==> src/rtl/bt_chan_pkg.sv <==
// Shared types and constants for the air-channel model.
// Latency: n/a (package only).
// Backpressure: n/a.
package bt_chan_pkg;

  localparam int SYM_W  = 3;
  localparam int FK_W   = 7;
  localparam int LFSR_W = 16;

  // x^16 + x^14 + x^13 + x^11 + 1, taps on state bits 15,13,12,10
  localparam logic [LFSR_W-1:0] LFSR_TAPS = 16'hB400;

  typedef enum logic [1:0] {
    ST_IDLE   = 2'd0,
    ST_ACTIVE = 2'd1,
    ST_DRAIN  = 2'd2
  } chan_state_t;

  // One delay-line slot: what the transmitter put on air at one tick
  typedef struct packed {
    logic             vld;
    logic [FK_W-1:0]  fk;
    logic [SYM_W-1:0] sym;
  } chan_entry_t;

  function automatic logic [LFSR_W-1:0] lfsr_next(input logic [LFSR_W-1:0] s);
    return {s[LFSR_W-2:0], ^(s & LFSR_TAPS)};
  endfunction

endpackage

==> src/rtl/bt_chan_lfsr.sv <==
// 16-bit Fibonacci LFSR stepped by an enable, reset to SEED.
// Latency: new state visible the cycle after step.
// Backpressure: none; step is a free-running strobe.
// Ports: clk_6M, rstz (async active-low), step, lfsr (current state).
module bt_chan_lfsr
  import bt_chan_pkg::*;
#(
  parameter logic [LFSR_W-1:0] SEED = 16'hACE1
) (
  input  logic              clk_6M,
  input  logic              rstz,
  input  logic              step,
  output logic [LFSR_W-1:0] lfsr
);

  always_ff @(posedge clk_6M or negedge rstz) begin
    if (!rstz) begin
      lfsr <= SEED;
    end else if (step) begin
      lfsr <= lfsr_next(lfsr);
    end
  end

endmodule

==> src/rtl/bt_air_channel.sv <==
// One-direction air link: TX symbols delayed, hop/enable gated, bit-error injected.
// Latency: effective delay d ticks of p_1us, output registered one clk after the read tick.
// Backpressure: none; one symbol accepted and one slot read every p_1us tick.
// Ports: clk_6M/rstz; p_1us strobe; tx_symbol/tx_fk/tx_en from TX; rx_fk/rx_en from RX;
//        regi_delay_us, regi_ber_thresh, regi_stat_clr_p config; rx_symbol/rx_valid/chan_busy out.
// Build option: define BT_AIR_CHAN_STATS_EN to add stat_sym_cnt/stat_err_cnt/stat_miss_cnt.
module bt_air_channel
  import bt_chan_pkg::*;
#(
  parameter int          DELAY_MAX = 16,
  parameter logic [15:0] LFSR_SEED = 16'hACE1
) (
  input  logic             clk_6M,
  input  logic             rstz,
  input  logic             p_1us,
  input  logic [SYM_W-1:0] tx_symbol,
  input  logic [FK_W-1:0]  tx_fk,
  input  logic             tx_en,
  input  logic [FK_W-1:0]  rx_fk,
  input  logic             rx_en,
  input  logic [3:0]       regi_delay_us,
  input  logic [9:0]       regi_ber_thresh,
  input  logic             regi_stat_clr_p,
  output logic [SYM_W-1:0] rx_symbol,
  output logic             rx_valid,
  output logic             chan_busy
`ifdef BT_AIR_CHAN_STATS_EN
  ,
  output logic [15:0]      stat_sym_cnt,
  output logic [15:0]      stat_err_cnt,
  output logic [15:0]      stat_miss_cnt
`endif
);

  localparam int          PTR_W   = $clog2(DELAY_MAX);
  localparam int          CNT_W   = PTR_W + 1;
  localparam logic [31:0] DLY_LIM = 32'(DELAY_MAX - 1);

  logic [PTR_W-1:0]  wr_ptr;
  logic [PTR_W-1:0]  rd_ptr;
  logic [PTR_W-1:0]  d_eff;
  chan_entry_t       dly_ram [DELAY_MAX];
  chan_entry_t       wr_entry;
  chan_entry_t       rd_entry;
  logic [CNT_W-1:0]  inflight;
  logic [CNT_W-1:0]  inflight_nxt;
  chan_state_t       state;
  chan_state_t       state_nxt;
  logic [LFSR_W-1:0] lfsr;
  logic              ber_hit;
  logic              deliver;
  logic [5:0]        lfsr_lo_unused;

  // Clamp the programmed delay into 1..DELAY_MAX-1 so read never equals write
  always_comb begin
    d_eff = PTR_W'(regi_delay_us);
    if (regi_delay_us == 4'd0) begin
      d_eff = PTR_W'(1);
    end else if ({28'd0, regi_delay_us} > DLY_LIM) begin
      d_eff = PTR_W'(DLY_LIM);
    end
  end

  // Pointer difference wraps naturally because DELAY_MAX is a power of two
  assign rd_ptr   = wr_ptr - d_eff;
  assign rd_entry = dly_ram[rd_ptr];
  assign wr_entry = '{vld: tx_en, fk: tx_fk, sym: tx_symbol};

  always_ff @(posedge clk_6M or negedge rstz) begin
    if (!rstz) begin
      wr_ptr <= '0;
      for (int i = 0; i < DELAY_MAX; i++) begin
        dly_ram[i] <= '0;
      end
    end else if (p_1us) begin
      dly_ram[wr_ptr] <= wr_entry;
      wr_ptr          <= wr_ptr + PTR_W'(1);
    end
  end

  bt_chan_lfsr #(
    .SEED (LFSR_SEED)
  ) u_lfsr (
    .clk_6M (clk_6M),
    .rstz   (rstz),
    .step   (p_1us),
    .lfsr   (lfsr)
  );

  assign lfsr_lo_unused = lfsr[5:0];

  // Error decision uses the LFSR state present at the read tick, before it steps
  assign ber_hit = (lfsr[LFSR_W-1:6] < regi_ber_thresh);
  // Hop match is checked against the RX channel at read time, not at TX time
  assign deliver = rd_entry.vld & rx_en & (rd_entry.fk == rx_fk);

  always_ff @(posedge clk_6M or negedge rstz) begin
    if (!rstz) begin
      rx_valid  <= 1'b0;
      rx_symbol <= '0;
    end else if (p_1us) begin
      rx_valid  <= deliver;
      rx_symbol <= deliver ? {rd_entry.sym[SYM_W-1:1], rd_entry.sym[0] ^ ber_hit} : '0;
    end
  end

  // Valid entries in flight: +1 per valid write, -1 per valid read
  always_comb begin
    inflight_nxt = inflight;
    if (p_1us) begin
      case ({tx_en, rd_entry.vld && (inflight != '0)})
        2'b10:   inflight_nxt = inflight + CNT_W'(1);
        2'b01:   inflight_nxt = inflight - CNT_W'(1);
        default: inflight_nxt = inflight;
      endcase
    end
  end

  always_ff @(posedge clk_6M or negedge rstz) begin
    if (!rstz) begin
      inflight <= '0;
      state    <= ST_IDLE;
    end else begin
      inflight <= inflight_nxt;
      state    <= state_nxt;
    end
  end

  // Drain ends on the tick whose read retires the last valid entry
  always_comb begin
    state_nxt = state;
    if (p_1us) begin
      case (state)
        ST_IDLE:   if (tx_en) state_nxt = ST_ACTIVE;
        ST_ACTIVE: if (!tx_en) state_nxt = ST_DRAIN;
        ST_DRAIN: begin
          if (tx_en) begin
            state_nxt = ST_ACTIVE;
          end else if (inflight_nxt == '0) begin
            state_nxt = ST_IDLE;
          end
        end
        default:   state_nxt = ST_IDLE;
      endcase
    end
  end

  assign chan_busy = (state != ST_IDLE);

`ifdef BT_AIR_CHAN_STATS_EN
  // Clear wins over a same-cycle increment; counters stick at all-ones
  function automatic logic [15:0] stat_upd(input logic [15:0] cnt,
                                           input logic        clr,
                                           input logic        inc);
    logic [15:0] r;
    r = cnt;
    if (clr) begin
      r = '0;
    end else if (inc && (cnt != 16'hFFFF)) begin
      r = cnt + 16'd1;
    end
    return r;
  endfunction

  always_ff @(posedge clk_6M or negedge rstz) begin
    if (!rstz) begin
      stat_sym_cnt  <= '0;
      stat_err_cnt  <= '0;
      stat_miss_cnt <= '0;
    end else begin
      stat_sym_cnt  <= stat_upd(stat_sym_cnt,  regi_stat_clr_p, p_1us & deliver);
      stat_err_cnt  <= stat_upd(stat_err_cnt,  regi_stat_clr_p, p_1us & deliver & ber_hit);
      stat_miss_cnt <= stat_upd(stat_miss_cnt, regi_stat_clr_p, p_1us & rd_entry.vld & ~deliver);
    end
  end
`else
  logic stat_clr_unused;
  assign stat_clr_unused = regi_stat_clr_p;
`endif

endmodule

==> config.mk <==
export PLATFORM = sky130hd
export DESIGN_NAME = bt_air_channel
export DESIGN_NICKNAME = d
export VERILOG_FILES = /design/src/rtl/bt_chan_pkg.sv /design/src/rtl/bt_chan_lfsr.sv /design/src/rtl/bt_air_channel.sv
export SDC_FILE = /design/constraint.sdc
export NUM_CORES = 1
export LEC_CHECK = 0
export ABC_AREA = 1
export BUFFER_PORTS_ARGS = -buffer_cell sky130_fd_sc_hd__buf_2
export CORE_MARGIN = 2
export CORE_UTILIZATION = 29
export CTS_CLUSTER_DIAMETER = 60
export DETAILED_ROUTE_END_ITERATION = 16
export SYNTH_ARGS = -nofsm -noshare
export SYNTH_HDL_FRONTEND = slang
export SYNTH_SLANG_ARGS = --single-unit
==> constraint.sdc <==
create_clock -name clk_6M -period 4.54 [get_ports clk_6M]
set_clock_uncertainty 0.15 [all_clocks]
set_input_delay 0.227 -clock clk_6M [delete_from_list [all_inputs] [get_ports clk_6M]]
set_output_delay 0.227 -clock clk_6M [all_outputs]
set_load 0.01 [all_outputs]
# After elaboration in Yosys (flattened, before gate mapping)
# Cells that the tools add are included.
[word_totals] output_inout_bits=5 register_bits=207 inputBits=37
[classes] eq_ne=8 muxes=15 n_lt_le_gt_ge=4 add_sub_neg=4 reduce_logical=9 bitwise_logic=5
[ops] operator="bitwise mux 176 bit" count=1
[ops] operator="binary-select mux 11 bit (select 4 bit)" count=1
[ops] operator="demux 11 bit (select 4 bit)" count=1
[ops] operator="two-way mux 11 bit" count=3
[ops] operator="XOR reduction 16 bit" count=1
[ops] operator=">= comparator 5 bit (second input constant)" count=2
[ops] operator="less-than comparator 10 bit" count=1
[ops] operator="NOT 4 -> 5 bit" count=2
[ops] operator="case mux 5 bit (2 select lines)" count=1
[ops] operator="two-way mux 2 bit" count=4
[ops] operator="== test 7 bit" count=1
[ops] operator="case mux 2 bit (3 select lines)" count=1
[ops] operator="adder 5 x 1 -> 5 bit (second input constant)" count=1
[ops] operator="zero test 5 bit" count=1
[ops] operator="less-than comparator 5 x 1 -> 1 bit (second input constant)" count=1
[ops] operator="two-way mux 5 bit" count=1
[ops] operator="nonzero test 5 bit" count=1
[ops] operator="subtractor 5 x 1 -> 5 bit (second input constant)" count=1
[ops] operator="adder 4 x 1 -> 4 bit (second input constant)" count=1
[ops] operator="== test 2 x 1 -> 1 bit (second input constant)" count=2
[ops] operator="== test 2 bit (second input constant)" count=2
[ops] operator="zero test 4 bit" count=1
[ops] operator="two-way mux 4 bit" count=1
[ops] operator="inequality test 2 bit (second input constant)" count=2
[ops] operator="other kinds (9)" count=11

# Depth between registers and ports, before layout
# Gate-level depths: netlist (run 1).
[logic_depth] depth_word=15 mapped_depth=29 ltp_nobuf=26

# Hierarchy
# Synthesis (run 1) repeated with hierarchy kept, for this count alone.
[hier_totals] hier_cells=1313 area_unflattened_um2=10182.3
[modules_own_cells] module="bt_air_channel" area_per_inst_um2=9472.8 cells_per_inst=1237 n_inst=1
[modules_own_cells] module="bt_chan_lfsr" area_per_inst_um2=709.4 cells_per_inst=76 n_inst=1

# Worst setup path after synthesis (run 1)
# OpenSTA, ideal clock, no wires.
[synth_timing] path_kind="flip-flop to flip-flop" start="reg wr_ptr[0]" end="reg state[1]" setup_time_ps=126 path_buffers=3 setup_slack_ps=801 stages_incl_launch_ff=28 arrival_time_ps=3463 period_less_slack_ps=3739 path_cell_list="dfrtp_1 inv_1 ha_1 inv_1 fa_1 buf_2 clkbuf_1 nand3_1 nand2_1 nand2_1 nand2_1 nand2_1 nand2_1 a21oi_1 ha_1 buf_2 xor2_1 ha_1 a21oi_1 inv_1 nand3_1 nand2_1 nand2_1 nand3_1 nand2_1 nand2_1 o21ai_0 a21oi_1"
[synth_via] elab_chain_cells=12 elab_cells_between_ends=13 classes_between="add/sub (1); eq/ne (3); mux (5); bitwise (1); reduce/logical (3)"
[synth_lines] element="start: declaration" line_no="bt_air_channel.sv:39" text="logic [PTR_W-1:0] wr_ptr;"
[synth_lines] element="start signal: assignment" line_no="bt_air_channel.sv:77" text="wr_ptr <= wr_ptr + PTR_W'(1);"
[synth_lines] element="subtractor 4 bit (*)" line_no="bt_air_channel.sv:65" text="assign rd_ptr = wr_ptr - d_eff;"
[synth_lines] element="NOT 4 -> 5 bit (not written as such) (*)" line_no="bt_air_channel.sv:66" text="assign rd_entry = dly_ram[rd_ptr];"
[synth_lines] element="binary-select mux 11 bit (select 4 bit) (*)" line_no="bt_air_channel.sv:66"
[synth_lines] element="two-way mux 11 bit (not written as such) (*) (2 in series)" line_no="bt_air_channel.sv:66"
[synth_lines] element="logical AND 1 bit (*)" line_no="bt_air_channel.sv:111" text="case ({tx_en, rd_entry.vld && (inflight != '0)})"
[synth_lines] element="== test 2 x 1 -> 1 bit / == test 2 bit (equally long branches)" line_no="bt_air_channel.sv:111"
[synth_lines] element="case mux 5 bit (2 select lines) (*)" line_no="bt_air_channel.sv:111"
[synth_lines] element="two-way mux 5 bit (*)" line_no="bt_air_channel.sv:110" text="if (p_1us) begin"
[synth_lines] element="net inflight_nxt[4]" line_no="bt_air_channel.sv:46" text="logic [CNT_W-1:0] inflight_nxt;"
[synth_lines] element="zero test 5 bit (*)" line_no="bt_air_channel.sv:139" text="end else if (inflight_nxt == '0) begin"
[synth_lines] element="inequality test 3 bit (no source line) (*)"
[synth_lines] element="AND reduction 4 bit (no source line) (*)"
[synth_lines] element="end signal: assignment" line_no="bt_air_channel.sv:125" text="state <= state_nxt;"
[synth_lines] element="end: declaration" line_no="bt_air_channel.sv:47" text="chan_state_t state;"
# Mark *: on every way through the listed nets, which the timed path passes. The rest lies on a longest branch. The select of a mux whose other input is x is not followed.
# A chain may end at the register's enable or synchronous reset.

# Worst setup path after layout (run 1)
# Same ends and word-level chain as after synthesis.

==> metrics.txt, run 1 <==
pins over their slew limit=0; dpl cells=about 1700; #FFs+latches synth=just over 200; I/O Buffers=40; global-route usage over all layers=between 10 and 15%; Initial Util=29.3%; Initial DRT Pass Iterations=6; number of diodes=0; CTS tree=built; total grt overflow=0; outcome=completed; final setup TNS=0 ns; Post-CTS Setup Bufs=0; Chip Width=about 190 um; clk slew on worst S/H paths=~0.070 ns; FILL cells=~3600; Worst-Margin Slew=0.933 ns; clock tree buffer depth=3; layout cells sized above 1=under 10%; total wire length=between 20000 and 30000 um; Tmin final=approximately 4.1 ns; largest net degree at the start of global routing=101; kind of critical path=reg2reg; fin util=roughly a third; Tot Pwr=between 9 and 10 mW; clock sinks=207; Yosys top cell area share=49.3%; RSZ-0062 raised after global routing=false; Residual DRC=0; power density of the placed cells=~800 nW/um^2; routed vias/inst=4.75; Distinct cells, synth=32; Final period util=about nine tenths; area of the core=34500 um^2; Final nets=between 1000 and 1500; Placed Area=roughly 11000 um^2; pre-CTS setup slack=0.351 ns; initial antenna violation count=0; number of global-route vias before repair=8196; H-tree depth=1; Critical Path Fanout Max=12; Critical Path RT=4.78 ns; Hold WS=slightly above 0.06 ns; P_leak=between 5 and 6 nW; fin worst setup slack=~0.45 ns; Net Count, Synth=between 1000 and 1500; Post-Layout Cell Count=approximately 1800; I/O pin total=42; row count=~70; vias after detailed routing=between 8000 and 9000; Cell Area, Synth=10100 um^2; Chip Height=191 um; ranking of synthesized cells by area=dfrtp_1 (49%), nand2_1 (18%), o21ai_0 (8.0%); per-cell routed wire length=about 15 um; Worst-Skew Late Latency=about 0.52 ns; GPL Wtd Cong=between 0.8 and 0.9; Crit path arrival time=approximately 4.3 ns; Synth Instances=1295; Antenna Violating Nets Remaining=0; sequential area share after synthesis=between 50% and 60%; Hold Crit Class=in2reg; worst vdd ir=0.000414 V; Highest Clock Rate=245 MHz; first-pass GRT wire length=between 40000 and 50000 um; Hold Vio Cnt, Final=0; die area=~36000 um^2; Avg Synthesized Cell Area=7.80 um^2; final setup vio count=0; Iter 0 DRT Violations=between 500 and 600; YS warnings=0; CP Capture Type=flip-flop; post-route cell area=11400 um^2; Critical Path Source Type=flip-flop; Worst slew margin=37.6%; max cap viols=0; number of buffers created by CTS=23; hpwl dp=between 15000 and 20000 um; CTS Root Cell=clkbuf_16; Area Overhead vs Synth=13.2%; largest area contributor in the netlist=dfrtp_1
## Yosys cell counts (all sizes together)
master and number:
a21oi 60, a31o 1, a31oi 2, and2 1
buf 32, clkbuf 51, clkinv 1, dfrtp 199
dfstp 8, fa 1, ha 20, inv 63
nand2 488, nand3 123, nand3b 4, nand4 4
nor2 58, nor3 1, nor4 2, o211ai 1
o21a 1, o21ai 162, o21bai 1, xnor2 5
xor2 6
## metal layers
| metal | GRT usage, % | wire (um) | share of wire, % |
|---|---|---|---|
| met1 | 21.1 | 12600 | 48 |
| met4 | 3.61 | 611 | 2.3 |
| met5 | 0 | 0 | 0 |
| met2 | 23.4 | 11700 | 44 |
| met3 | 2.32 | 1320 | 5.0 |
## kinds of logic after synthesis
family | Yosys count | share of synthesized area (%)
compound gates | 228 | 11.4
xor+xnor | 11 | 1.03
fa+ha+maj | 21 | 2.68
buf+inv | 147 | 6.13
flops | 207 | 51.4
simple gates | 681 | 27.4
## layout by cell type, fill, tap and decap left out, types with 2 or more instances in the layout
master,instances
buf_2,39
clkinv_2,3
dfrtp_1,199
o21ai_0,162
xor2_1,6
buf_4,16
nand3b_1,4
nor2_1,55
inv_2,6
clkbuf_1,6
dfstp_2,8
inv_1,57
ha_1,19
xnor2_1,4
nor2_2,2
clkbuf_16,23
clkbuf_8,7
nand3_1,122
a21oi_1,60
nand2_1,487
nor4_1,2
nand4_1,4
dlygate4sd3_1,7
a31oi_1,2
## worst paths after layout
path	endpoint	from	slack, ns	cells after the start
setup / recovery	state[1]	wr_ptr[0]	0.45	25
hold / removal	dly_ram[18]	tx_fk[4]	0.06	3
setup reg to reg	state[1]	wr_ptr[0]	0.45	25
hold reg to reg	dly_ram[86]	dly_ram[86]	0.33	2
max in group asynchronous	dly_ram[165]	rstz	2.85	3
min in group asynchronous	u_lfsr.lfsr[8]	rstz	0.24	2
## power by group
group	leakage [nW]	switching, mW	internal, mW	total, mW
clock network	0.354	0.760	1.03	1.79
registers	2.55	0.481	2.72	3.20
logic	2.62	2.74	1.46	4.20
## worst max-delay path: stages (launching register included)
cell and delay, ns:
dfrtp_1 0.44, inv_1 0.17, ha_4 0.15, inv_1 0.05, fa_2 0.60, buf_4 0.23
nand3_1 0.10, nand2_1 0.07, nand2_1 0.04, nand2_1 0.07, nand2_1 0.04, nand2_1 0.13
a21oi_1 0.08, ha_1 0.30, xor2_1 0.20, ha_1 0.20, a21oi_1 0.17, inv_1 0.08
nand3_1 0.11, nand2_1 0.06, nand2_1 0.08, nand3_1 0.08, nand2_1 0.07, nand2_1 0.06
o21ai_0 0.16, a21oi_1 0.08
## state kept, by name (all words and copies together) (netlist names)
signal,count
rx_valid,1
dly_ram,176
inflight,5
wr_ptr,4
rx_symbol,3
state,2
u_lfsr.lfsr,16
## area by class of cell
class | count | area (um^2) | share of cell area (%)
Inverter | 64 | 240 | 2.10
Sequential cell | 207 | 5190 | 45.4
Multi-Input combinational cell | 941 | 4320 | 37.8
Clock inverter | 5 | 32.5 | 0.285
Tap cell | 455 | 569 | 4.98
Timing Repair Buffer | 63 | 399 | 3.49
Clock buffer | 35 | 681 | 5.95
## timing repair
action,in CTS,in global routing
gates resized for setup,0,1
hold endpoints to repair,96,0
endpoints found under the setup margin,0,1
hold buffers,7,0
No activity file was read; power rests on OpenSTA's default activity.
==> inputs of run 2 (changes only) <==
CTS_BUF_LIST = sky130_fd_sc_hd__clkbuf_16   (was not set)
==> metrics.txt, run 2 (synthesized netlist as in run 1, its figures left out) <==
outcome=completed; most frequent cells in the layout=nand2_1 (487), dfrtp_1 (199), o21ai_0 (162); R2R Setup Slk=around 0.44 ns; P_leak=about 5.5 nW; row count=between 60 and 70; kind of critical path=reg2reg; Final period util=between 90% and 100%; routed vias/inst=between 4 and 5; reg2reg end=state[1]; initial antenna violation count=0; total wire length=about 26000 um; clk slew on worst S/H paths=about 0.060 ns; CP endpoint=state[1]; Worst-Skew Late Latency=between 0.5 and 0.6 ns; max cap viols=0; Critical Path Source Type=flip-flop; Crit path arrival time=roughly 4.3 ns; layout cells sized above 1=between 8 and 9%; per-cell routed wire length=14.8 um; dpl cells=between 1500 and 2000; Hold Crit Class=in2reg; largest net degree at the start of global routing=101; Post-Layout Cell Count=about 1800; Critical Path RT=4.78 ns; worst reg2reg path depth=25; Final nets=~1400; I/O Buffers=40; Largest regs=dly_ram: 176 flops, u_lfsr.lfsr: 16 flops, inflight: 5 flops; pins over their slew limit=0; final setup vio count=0; CTS Root Cell=clkbuf_16; Chip Height=191 um; r2r startpoint=wr_ptr[0]; Worst slew margin=38.9%; commonest non-fill, non-tap cell in the layout=nand2_1; RSZ-0062 raised after global routing=false; total grt overflow=0; Tmin final=~4 ns; final setup TNS=0 ns; number of global-route vias before repair=about 8200; vias after detailed routing=about 8400; Antenna Violating Nets Remaining=0; clock tree buffer depth=3; Setup crit start=wr_ptr[0]; clock sinks=207; hpwl dp=between 15000 and 20000 um; GPL Wtd Cong=between 0.8 and 0.9; max reg flops=roughly 180; number of diodes=0; die area=approximately 36000 um^2; Area Overhead vs Synth=12.6%; H-tree depth=1; first-pass GRT wire length=between 40000 and 50000 um; worst vdd ir=approximately 0.00041 V; Residual DRC=0; Initial DRT Pass Iterations=6; CTS tree=built; Hold Vio Cnt, Final=0; global-route usage over all layers=between 10 and 15%; Initial Util=29.3%; CP Capture Type=flip-flop; Highest Clock Rate=around 240 MHz; I/O pin total=42; Chip Width=about 190 um; Iter 0 DRT Violations=approximately 560; Worst-Margin Slew=0.914 ns; FILL cells=3658; area of the core=approximately 34000 um^2; number of buffers created by CTS=23; Reg with most FFs=dly_ram; power density of the placed cells=798 nW/um^2; Critical Path Fanout Max=12; Post-CTS Setup Bufs=0
run 2: cell count changes in the layout (fill, tap and decap cells not counted):
cell      previous run  this run
clkbuf_8             7         1
clkbuf_1             6         0
clkinv_1             1         7
inv_1               57        63
run 2: where the power goes:
part	internal, mW	total, mW	leakage [nW]	switching (mW)
logic	1.46	4.21	2.62	2.75
clock network	0.915	1.67	0.345	0.758
registers	2.72	3.19	2.55	0.479
total	5.09	9.07	5.52	3.99
run 2: worst min-delay path by stage:
stage | end | cells after the start | from
2_1_floorplan | dly_ram[0] | 0 | rstz
3_3_place_gp | u_lfsr.lfsr[8] | 1 | rstz
3_5_place_dp | u_lfsr.lfsr[4] | 1 | rstz
4_1_cts | dly_ram[18] | 3 | tx_fk[4]
5_1_grt | rx_symbol[2] | 7 | rx_fk[3]
6_report | dly_ram[18] | 3 | tx_fk[4]
run 2: final cells by class:
type / count / area (um^2) / share of cell area [%]
clock buffers: 23 / 576 / 5.06
clock inverters: 17 / 77.6 / 0.682
inverters: 64 / 240 / 2.11
multi-input cells: 941 / 4320 / 38.0
flip-flops and latches: 207 / 5190 / 45.6
well taps: 455 / 569 / 5.01
repair buffers: 63 / 399 / 3.51
run 2: per-stage QoR:
stage	hold slack, ns	setup slack, ns	power, mW	util (%)	cell area, um^2
finish	0.0699	0.435	9.07	33.0	11400
global route	0.0990	0.0567	9.97	33.0	11400
floorplan	-0.219	0.801	6.31	-	10100
CTS	0.0544	0.386	9.10	33.0	11400
global placement	0.240	0.455	7.29	30.9	10600
detailed placement	0.246	0.351	7.39	30.9	10600
run 2: worst max-delay path, stage by stage (launching register included):
cell and delay [ns]:
dfrtp_1 0.44, inv_1 0.17, ha_4 0.15, inv_1 0.05, fa_2 0.60, buf_4 0.24
nand3_1 0.10, nand2_1 0.07, nand2_1 0.05, nand2_1 0.07, nand2_1 0.04, nand2_1 0.13
a21oi_1 0.08, ha_1 0.30, xor2_1 0.20, ha_1 0.20, a21oi_1 0.17, inv_1 0.08
nand3_1 0.11, nand2_1 0.06, nand2_1 0.08, nand3_1 0.08, nand2_1 0.07, nand2_1 0.06
o21ai_0 0.16, a21oi_1 0.08
run 2: timing repair:
action                                  CTS  global route
hold buffers                              7             0
endpoints found under the setup margin    0             1
endpoints found under the hold margin    96             0
gates resized for setup                   0             1
run 2: layer usage:
metal  wire length (um)  global-route usage (%)  vias up  part of all wire [%]
met5                  0                       0        -                     0
met4                577                    3.61        0                   2.2
met3               1110                    2.32       41                   4.2
met2              11600                    23.4      155                    44
met1              12900                    21.1     4016                    49
li1                   -                       -     4173                     -
